$ cat config.mk
export PLATFORM = sky130hd
export DESIGN_NAME = lsu_ctrl
export DESIGN_NICKNAME = d
export VERILOG_FILES = /design/src/rtl/lsu_ctrl.sv
export SDC_FILE = /design/constraint.sdc
export NUM_CORES = 1
export LEC_CHECK = 0
export ABC_CLOCK_PERIOD_IN_PS = 5400
export CELL_PAD_IN_SITES_DETAIL_PLACEMENT = 0
export CELL_PAD_IN_SITES_GLOBAL_PLACEMENT = 1
export CORE_ASPECT_RATIO = 0.9
export CORE_MARGIN = 4
export CORE_UTILIZATION = 30
export CTS_BUF_LIST = sky130_fd_sc_hd__clkbuf_4 sky130_fd_sc_hd__clkbuf_8
export CTS_CLUSTER_SIZE = 30
export DETAILED_ROUTE_END_ITERATION = 6
export PLACE_DENSITY = 0.9
export SYNTH_ARGS = -nofsm -noshare
export SYNTH_HDL_FRONTEND = slang
export SYNTH_SLANG_ARGS = --single-unit
$ cat constraint.sdc
create_clock -name clk -period 5.4 [get_ports clk]
set_input_delay 0.54 -clock clk [delete_from_list [all_inputs] [get_ports clk]]
set_output_delay 0.54 -clock clk [all_outputs]
set_load 0.1 [all_outputs]
$ cat src/rtl/lsu_ctrl.sv
// lsu_ctrl: single-outstanding load/store controller between the execute stage and a
// request/grant memory bus, with byte-lane alignment, load extension and a bus watchdog.
module lsu_ctrl (
    input  logic        clk,
    input  logic        rst,
    input  logic        ex_valid,
    output logic        ex_ready,
    input  logic        ex_re,
    input  logic        ex_we,
    input  logic [2:0]  ex_funct3,
    input  logic [31:0] ex_addr,
    input  logic [31:0] ex_wdata,
    input  logic [4:0]  ex_rd,
    output logic        mem_req,
    output logic        mem_wr,
    output logic [31:0] mem_addr,
    output logic [3:0]  mem_wstrb,
    output logic [31:0] mem_wdata,
    input  logic        mem_gnt,
    input  logic        mem_rvalid,
    input  logic [31:0] mem_rdata,
    output logic        wb_valid,
    output logic        wb_wen,
    output logic [4:0]  wb_rd,
    output logic [31:0] wb_data,
    output logic        misalign,
    output logic        bus_err
);

    typedef enum logic [1:0] {IDLE, REQ, WAIT, RESP} state_t;

    state_t      r_state;
    state_t      w_next_state;
    logic [31:0] r_addr;
    logic [31:0] r_wdata;
    logic [31:0] r_rdata;
    logic [2:0]  r_funct3;
    logic [4:0]  r_rd;
    logic        r_store;
    logic        r_misalign;
    logic [7:0]  r_wdog;

    logic        w_accept;
    logic        w_misaligned;
    logic        w_busy;
    logic        w_timeout;
    logic [31:0] w_shifted;
    logic [31:0] w_load_data;
    logic [31:0] w_store_data;
    logic [3:0]  w_store_strb;

    assign ex_ready  = (r_state == IDLE);
    assign w_accept  = ex_valid && ex_ready && (ex_re || ex_we);
    assign w_busy    = (r_state == REQ) || (r_state == WAIT);
    assign w_timeout = w_busy && (r_wdog == 8'hFF);
    assign misalign  = r_misalign;
    assign bus_err   = w_timeout;

    // Size comes from funct3[1:0] alone, so 011/110/111 all behave as word accesses.
    always_comb begin
        w_misaligned = 1'b0;
        case (ex_funct3[1:0])
            2'b00:   w_misaligned = 1'b0;
            2'b01:   w_misaligned = ex_addr[0];
            default: w_misaligned = (ex_addr[1:0] != 2'b00);
        endcase
    end

    always_comb begin
        w_store_strb = 4'b1111;
        w_store_data = r_wdata;
        case (r_funct3[1:0])
            2'b00: begin
                w_store_strb = 4'b0001 << r_addr[1:0];
                w_store_data = {4{r_wdata[7:0]}};
            end
            2'b01: begin
                w_store_strb = 4'b0011 << r_addr[1:0];
                w_store_data = {2{r_wdata[15:0]}};
            end
            default: ;
        endcase
    end

    assign w_shifted = mem_rdata >> {r_addr[1:0], 3'b000};

    always_comb begin
        w_load_data = w_shifted;
        case (r_funct3)
            3'b000:  w_load_data = {{24{w_shifted[7]}}, w_shifted[7:0]};
            3'b001:  w_load_data = {{16{w_shifted[15]}}, w_shifted[15:0]};
            3'b100:  w_load_data = {24'd0, w_shifted[7:0]};
            3'b101:  w_load_data = {16'd0, w_shifted[15:0]};
            default: ;
        endcase
    end

    // A watchdog expiry overrides both grant and read response in the same cycle.
    always_comb begin
        w_next_state = r_state;
        mem_req      = 1'b0;
        mem_wr       = 1'b0;
        mem_addr     = '0;
        mem_wstrb    = '0;
        mem_wdata    = '0;
        wb_valid     = 1'b0;
        wb_wen       = 1'b0;
        wb_rd        = '0;
        wb_data      = '0;
        case (r_state)
            IDLE: begin
                if (w_accept && !w_misaligned) w_next_state = REQ;
            end
            REQ: begin
                if (w_timeout) begin
                    w_next_state = IDLE;
                end else begin
                    mem_req   = 1'b1;
                    mem_wr    = r_store;
                    mem_addr  = {r_addr[31:2], 2'b00};
                    mem_wstrb = r_store ? w_store_strb : 4'b0000;
                    mem_wdata = r_store ? w_store_data : 32'd0;
                    if (mem_gnt) w_next_state = r_store ? RESP : WAIT;
                end
            end
            WAIT: begin
                if (w_timeout)       w_next_state = IDLE;
                else if (mem_rvalid) w_next_state = RESP;
            end
            RESP: begin
                wb_valid     = 1'b1;
                wb_wen       = !r_store;
                wb_rd        = r_store ? 5'd0 : r_rd;
                wb_data      = r_store ? 32'd0 : r_rdata;
                w_next_state = IDLE;
            end
            default: w_next_state = IDLE;
        endcase
    end

    always_ff @(posedge clk) begin
        if (rst) r_state <= IDLE;
        else     r_state <= w_next_state;
    end

    always_ff @(posedge clk) begin
        if (rst) begin
            r_addr     <= '0;
            r_wdata    <= '0;
            r_funct3   <= '0;
            r_rd       <= '0;
            r_store    <= 1'b0;
            r_misalign <= 1'b0;
        end else begin
            r_misalign <= w_accept && w_misaligned;
            if (w_accept) begin
                r_addr   <= ex_addr;
                r_wdata  <= ex_wdata;
                r_funct3 <= ex_funct3;
                r_rd     <= ex_rd;
                r_store  <= ex_we;
            end
        end
    end

    always_ff @(posedge clk) begin
        if (rst)                                             r_rdata <= '0;
        else if (r_state == WAIT && mem_rvalid && !w_timeout) r_rdata <= w_load_data;
    end

    // The watchdog restarts on every entry into REQ or WAIT and counts while there.
    always_ff @(posedge clk) begin
        if (rst)
            r_wdog <= '0;
        else if ((w_next_state != r_state) && (w_next_state == REQ || w_next_state == WAIT))
            r_wdog <= '0;
        else if (w_busy)
            r_wdog <= r_wdog + 8'd1;
    end

endmodule
* After elaboration in Yosys (flattened, before gate mapping)
Cells that the tools add are included.
** Operators by class
- $add $sub $neg :: 1
- Equal/unequal tests :: 12
- Shifts and indexed selects :: 3
- Muxes and demuxes :: 29
- Reductions and logical operators :: 20
** Operators by type and width (count)
- $mux W32 :: 7
- $pmux W32 S4 :: 1
- $pmux W32 S2 :: 1
- $shr A32 B5 Y32 :: 1
- $mux W4 :: 3
- $mux W2 :: 5
- $mux W5 :: 2
- $add A8 B1 Y8 const B :: 1
- $eq A2 B1 Y1 const B :: 4
- $eq A8 B8 Y1 const B :: 1
- $logic_and A1 B1 Y1 :: 8
- $pmux W2 S4 :: 1
- $pmux W4 S2 :: 1
- $mux W1 :: 7
- $eq A2 B2 Y1 const B :: 3
- $eq A3 B3 Y1 const B :: 2
- $logic_not A2 Y1 :: 3
- $shl A1 B2 Y4 const A :: 1
- $shl A2 B2 Y4 const A :: 1
- $eq A3 B1 Y1 const B :: 1
- $logic_not A1 Y1 :: 3
- $logic_not A3 Y1 :: 1
- $logic_or A1 B1 Y1 :: 3
- $ne A2 B2 Y1 :: 1
- 3 further kinds :: 3
** Storage, ports and cells
- Flip-flop bits (word level) :: 116
- Bits of input ports :: 111
- Output and inout port bits :: 112

* Depth between registers and ports, before layout
Gate-level depths: netlist (run 1).
- Depth after elaboration :: 10
- Mapped depth :: 9

* Worst setup path after synthesis (run 1)
Ideal clock, no wire load.
- Kind :: reg2out
- Start point :: register r_state[0]
- End point :: output wb_data[26]
- Data arrival time :: 3.319 ns
- Setup slack :: 1.541 ns
- Cell stages (with the launch flop) :: 5
- Path through :: dfxtp_1 > ha_1 > nor2b_1 > clkbuf_1 > and2_1
** On the way
- Longest elaborated chain between the ends :: 2
** RTL lines
- start: declaration :: line 32 : state_t r_state;
- start signal: assignment :: line 143 : else r_state <= w_next_state;
- $eq A2 B2 Y1 :: line 110 : case (r_state)
- $mux W32 :: line 110
- end: declaration :: line 25 : output logic [31:0] wb_data,
Every way passes these cells.

* Worst setup path after layout (run 1)
- Start point :: register r_state[0]
- End point :: output mem_wstrb[1]
** On the way
- Longest elaborated chain between the ends :: 5
- Elaborated cells on any way between the ends :: 6
- Classes of those cells :: eq/ne: 2; mux: 2; reduce/logical: 2
** RTL lines
- $eq A2 B1 Y1 / $eq A2 B2 Y1 (equally long branches) :: line 54 : assign w_busy = (r_state == REQ) || (r_state == WAIT);
- $logic_or A1 B1 Y1 * :: line 54
- via w_busy :: line 45 : logic w_busy;
- $logic_and A1 B1 Y1 * :: line 55 : assign w_timeout = w_busy && (r_wdog == 8'hFF);
- $mux W4 * :: line 115 : if (w_timeout) begin
- $mux W4 * :: line 110
- end: declaration :: line 17 : output logic [3:0] mem_wstrb,
The timed path passes the listed nets; every way through them passes the cells marked *.

==> results of run 1 <==
-- power by group --
part	switching, mW	total (mW)	internal (mW)
registers	0.0609	0.989	0.928
logic	0.512	0.758	0.246
clock network	0.383	0.855	0.472
total	0.956	2.60	1.65
-- worst paths after layout --
path	start	end	slack (ns)	depth (start not counted)
worst max register to register	r_state[0]	r_rdata[21]	2.77	6
worst min register to register	r_addr[23]	r_addr[23]	0.45	2
worst max-delay path	r_state[0]	mem_wstrb[1]	1.20	8
worst min-delay path	r_addr[23]	r_addr[23]	0.45	2
-- cell usage after synthesis, drive strengths merged --
cell type / instances
buf: 16
nor2: 38
nand2: 214
inv: 9
or2: 1
nor3: 4
and3: 9
o211a: 1
a21oi: 129
o21a: 3
nor4: 1
and4: 2
a31o: 1
or3: 1
o221ai: 1
nor2b: 2
o2bb2ai: 1
o211ai: 1
mux2: 9
clkbuf: 44
o21ai: 39
a211oi: 11
xor2: 1
nand3: 10
a21o: 1
nor3b: 2
and2: 74
nand4: 3
ha: 6
xnor2: 3
conb: 1
dfxtp: 116
mux2i: 32
mux4: 1
a31oi: 1
a32oi: 1
o21bai: 1
-- state kept, by name, indices dropped and copies added (netlist names) --
name,cells
misalign,1
r_addr,32
r_funct3,3
r_rd,5
r_rdata,32
r_state,2
r_store,1
r_wdata,32
r_wdog,8
-- cells by family (layout without fill, tap and decap cells) --
| kind of cell | Yosys count | in the layout |
|---|---|---|
| compound gates | 191 | 191 |
| xor+xnor | 4 | 4 |
| fa+ha+maj | 6 | 6 |
| buf+inv | 69 | 269 |
| flops | 116 | 116 |
| mux | 42 | 42 |
| other cells | 1 | 2 |
| simple gates | 361 | 361 |
-- layer usage --
| layer | track usage | up-vias | share of wire | wire [um] |
|---|---|---|---|---|
| met1 | 0.254 | 2798 | 0.45 | 9270 |
| met4 | 0.0483 | 6 | 0.012 | 257 |
| li1 | - | 2998 | - | - |
| met2 | 0.280 | 223 | 0.45 | 9270 |
| met5 | 0 | - | 0.0019 | 39 |
| met3 | 0.0602 | 21 | 0.085 | 1750 |
-- layout by cell type, fill, tap and decap left out, drive strengths merged, types with 10 or more instances in the layout --
| cell | instances |
|---|---|
| nand2 | 214 |
| clkdlybuf4s50 | 190 |
| a21oi | 129 |
| dfxtp | 116 |
| and2 | 74 |
| o21ai | 39 |
| buf | 39 |
| nor2 | 38 |
| mux2i | 32 |
| clkbuf | 19 |
| a211oi | 11 |
| nand3 | 10 |
| inv | 10 |
-- through the flow --
| step | instance area [um^2] | utilization |
|---|---|---|
| final | 8510 | 0.444 |
| after global routing | 8510 | 0.444 |
| after CTS | 8510 | 0.444 |
| after detailed placement | 8100 | 0.423 |
| after global placement | 8100 | 0.423 |
| after floorplan | 5840 | - |
-- layout make-up --
cell class	count	area [um^2]	area share
clock buffer	19	255	0.0300
inverter	9	33.8	0.00397
multi-input combinational	606	3240	0.381
clock inverter	12	156	0.0184
sequential	116	2320	0.273
tap	250	313	0.0367
timing repair buffer	229	2190	0.258
-- worst max-delay path, delay by kind of cell (launching register included) --
family | cells | cell delay [ns]
AO/OA/AOI/OAI | 2 | 0.56
adder cells (fa/ha/maj) | 1 | 0.41
buffers and inverters | 3 | 0.82
flip-flops | 1 | 0.44
AND/OR/NAND/NOR | 2 | 0.98
==> results.json, run 1 <==
{
  "status": "completed",
  "worst_slew_pin_slew_ns": 1.07,
  "fmax_ghz": 0.238,
  "syn_inst": 790,
  "maxSlewHeadroom": 0.287,
  "fillers": 1950,
  "first_iter_violations": 410,
  "start_util": 0.305,
  "ys_types": 43,
  "path_common_cell": "buf_4",
  "cts_sinks": 116,
  "ys_seq_elements": 116,
  "n_antenna_cell": 0,
  "grt_max_degree": 86,
  "yosysWarnings": 0,
  "worstPathCellList": "inv_1 > ha_1 > and4_1 > a21oi_2 > buf_4 > nand2_1 > a21oi_1 > buf_4",
  "dp_slack_ns": 1.68,
  "hold_violations": 0,
  "synthAdderAreaFrac": 0.0129,
  "nNetsFinal": 1096,
  "setup_slack_ns": 1.20,
  "synth_top_family_by_area": "simple AND/OR/NAND/NOR gates",
  "fin_setup_tns_ns": 0,
  "vias": 6046,
  "synthDominantCellAreaShare": 0.398,
  "fin_crit_ns": 4.20,
  "drv_cap": 0,
  "cts_hold_buf": 0,
  "synth.largest_area_cell": "dfxtp_1",
  "boundaryPins": 223,
  "hold_path_class": "reg -> reg",
  "required_ns": 4.86,
  "crit_path_max_fanout": 40,
  "wl_per_cell_um": 16.6,
  "via_per_inst": 4.87,
  "fin_worst_skew_ns": 0.0105,
  "cts_setup_buffers": 0,
  "grtUsageTotal": 0.185,
  "die-width_um": 155,
  "cts-htree-levels": 4,
  "seq_area_frac_synth": 0.398,
  "die_area_um2": 21800,
  "drive_gt1_frac": 0.0898,
  "port_buffers": 220,
  "cp_slowest_cell": "nand2_1",
  "globalplace.congestion": 0.843,
  "root_buffer": "clkbuf_8",
  "ir_worst_vdd_mv": 0.257,
  "synthMuxAreaShare": 0.0761,
  "yosys.area_share.simple": 0.280,
  "routed_wl_um": 20600,
  "critPathLaunchType": "flop",
  "cp-end-kind": "output pin",
  "maxSlewViolCount": 0,
  "p_leak_nw": 3.13,
  "setup_viol_count_final": 0,
  "syn_avg_cell_area_um2": 7.39,
  "whs_ns": 0.450,
  "synth-compound-area-share": 0.177,
  "coreArea_um2": 19200,
  "synth_top_cells_by_area": "dfxtp_1 (40%), nand2_1 (14%), a21oi_1 (11%)",
  "post-route-period-util": 0.777,
  "critical_path_class": "reg -> out",
  "dp.cells": 1210,
  "crit_arrival_ns": 3.66,
  "cts_buffer_depth": 2,
  "p_total_mw": 2.60,
  "postRouteAntennaNets": 0,
  "rsz0062_at_grt": "no",
  "clock_insertion_delay_worst_skew_ns": 0.44,
  "stdcell_count": 1241,
  "overflow": 0,
  "powerDensity_nw_per_um2": 306,
  "hpwlAfterDp_um": 14100,
  "grt_pass1_wl_um": 32100,
  "path_clk_slew_ns": 0.07,
  "area_delta_synth_final_pct": 45.8,
  "num_rows": 48,
  "die_h_um": 140,
  "cts.repair.resized": 0,
  "synth-xor-area-share": 0.00600,
  "antenna_found_initial": 3,
  "drc": 0,
  "grt_pass1_vias": 5736,
  "cts_tree": "built",
  "first_pass_iters": 7,
  "crit_path_max_incr_delay_ns": 0.71,
  "synthesis.area_um2": 5840,
  "cts_buffers": 17
}
Power figures use the tool's default switching activity.
==> run 2, diff against run 1 <==
--- a/config.mk
+++ b/config.mk
@@ -5,12 +5,12 @@
 export SDC_FILE = /design/constraint.sdc
 export NUM_CORES = 1
 export LEC_CHECK = 0
-export ABC_CLOCK_PERIOD_IN_PS = 5400
+export ABC_CLOCK_PERIOD_IN_PS = 3570
 export CELL_PAD_IN_SITES_DETAIL_PLACEMENT = 0
 export CELL_PAD_IN_SITES_GLOBAL_PLACEMENT = 1
 export CORE_ASPECT_RATIO = 0.9
 export CORE_MARGIN = 4
-export CORE_UTILIZATION = 30
+export CORE_UTILIZATION = 29
 export CTS_BUF_LIST = sky130_fd_sc_hd__clkbuf_4 sky130_fd_sc_hd__clkbuf_8
 export CTS_CLUSTER_SIZE = 30
 export DETAILED_ROUTE_END_ITERATION = 6
==> constraint.sdc (replaced) <==
create_clock -name clk -period 3.57 [get_ports clk]
set_input_delay 0.357 -clock clk [delete_from_list [all_inputs] [get_ports clk]]
set_output_delay 0.357 -clock clk [all_outputs]
set_load 0.1 [all_outputs]
==> results.json, run 2 (synthesis results as in run 1) <==
{
  "cp-end-kind": "output pin",
  "final_common_cell": "nand2_1",
  "cts_tree": "built",
  "multi_input_area_um2": 3240,
  "drv_cap": 0,
  "whs_ns": 0.448,
  "die-width_um": 158,
  "area_delta_synth_final_pct": 55.1,
  "powerDensity_nw_per_um2": 444,
  "hold_violations": 0,
  "fillers": 1952,
  "cts-htree-levels": 4,
  "vias": 6050,
  "regArea_um2": 2320,
  "clock_insertion_delay_worst_skew_ns": 0.45,
  "status": "completed",
  "critPathLaunchType": "flop",
  "cts_buffer_depth": 2,
  "boundaryPins": 223,
  "antenna_found_initial": 2,
  "postRouteAntennaNets": 0,
  "die_area_um2": 22500,
  "globalplace.congestion": 0.850,
  "rsz0062_at_grt": "no",
  "port_buffers": 220,
  "coreArea_um2": 19500,
  "ir_worst_vdd_mv": 0.265,
  "hpwlAfterDp_um": 14900,
  "root_buffer": "clkbuf_8",
  "worst_slew_pin_slew_ns": 1.02,
  "fin_crit_ns": 3.10,
  "drive_gt1_frac": 0.172,
  "wl_per_cell_um": 17.2,
  "routed_wl_um": 21400,
  "p_leak_nw": 3.48,
  "die_h_um": 143,
  "first_pass_iters": 5,
  "grt_pass1_vias": 5900,
  "setup_viol_count_final": 0,
  "grt_max_degree": 85,
  "critical_path_class": "reg -> out",
  "overflow": 0,
  "hold_path_class": "in -> reg",
  "fmax_ghz": 0.323,
  "nNetsFinal": 1099,
  "required_ns": 3.21,
  "cts_buffers": 17,
  "cts_sinks": 116,
  "post-route-period-util": 0.867,
  "cts_hold_buf": 0,
  "cts_setup_buffers": 0,
  "grtUsageTotal": 0.188,
  "path_clk_slew_ns": 0.08,
  "grt_pass1_wl_um": 32900,
  "crit_path_max_fanout": 28,
  "fin_worst_skew_ns": 0.00858,
  "cts.repair.resized": 0,
  "maxSlewHeadroom": 0.316,
  "num_rows": 48,
  "n_antenna_cell": 0,
  "maxSlewViolCount": 0,
  "drc": 0,
  "fin_setup_tns_ns": 0,
  "crit_arrival_ns": 2.74,
  "mostFrequentLayoutCells": "nand2_1 (214), a21oi_1 (127), dfxtp_1 (116)",
  "first_iter_violations": 314,
  "reg_top3": "r_addr: 32 flops, r_rdata: 32 flops, r_wdata: 32 flops",
  "start_util": 0.300,
  "via_per_inst": 4.86
}
==> run 2: cell count changes in the layout (fill, tap and decap cells not counted), sizes merged <==
cell	before	now
inv	10	9
clkdlybuf4s50	190	112
buf	39	120
clkinv	4	5
clkinvlp	4	2
clkbuf	19	22
==> run 2: path summary, 6_finish.rpt <==
check | from | to | slack [ns] | depth (start not counted)
max reg2reg | r_state[0] | r_rdata[29] | 0.97 | 6
min | ex_addr[13] | r_addr[13] | 0.45 | 3
max | r_state[0] | mem_wdata[13] | 0.47 | 8
min reg2reg | r_addr[15] | r_addr[15] | 0.45 | 2
==> run 2: through the flow <==
step	instances	setup slack, ns	power [mW]	util	area [um^2]
2_1_floorplan	791	0.0709	2.30	-	5840
3_3_place_gp	1213	1.04	2.73	0.444	8640
3_5_place_dp	1213	0.986	2.74	0.444	8640
4_1_cts	1245	0.445	4.07	0.465	9060
5_1_grt	1245	0.268	4.24	0.465	9060
6_report	1245	0.473	4.02	0.465	9060
==> run 2: final cells by class <==
class | instances | area share
Multi-Input combinational cell | 606 | 0.358
Timing Repair Buffer | 232 | 0.302
Sequential cell | 116 | 0.256
Tap cell | 250 | 0.0345
Clock buffer | 22 | 0.0314
Clock inverter | 10 | 0.0144
Inverter | 9 | 0.00373
==> run 2: layer usage <==
metal | part of all wire | track usage | vias to the layer above
li1 | - | - | 3011
met1 | 0.43 | 0.242 | 2755
met2 | 0.44 | 0.284 | 251
met3 | 0.10 | 0.0787 | 29
met4 | 0.019 | 0.0634 | 4
met5 | 0.0014 | 0 | -
==> run 2: worst max-delay path, stage by stage, from the launching register on <==
cell and delay, ns:
dfxtp_1 0.44, inv_1 0.14, ha_1 0.42, and4_1 0.27, a21oi_2 0.17, nand2_1 0.09
buf_4 0.26, a21oi_1 0.27, buf_12 0.22
==> run 2: report_power, final <==
part           internal [mW]  switching (mW)
sequential              1.40          0.0971
combinational          0.418           0.794
clock                  0.744           0.565
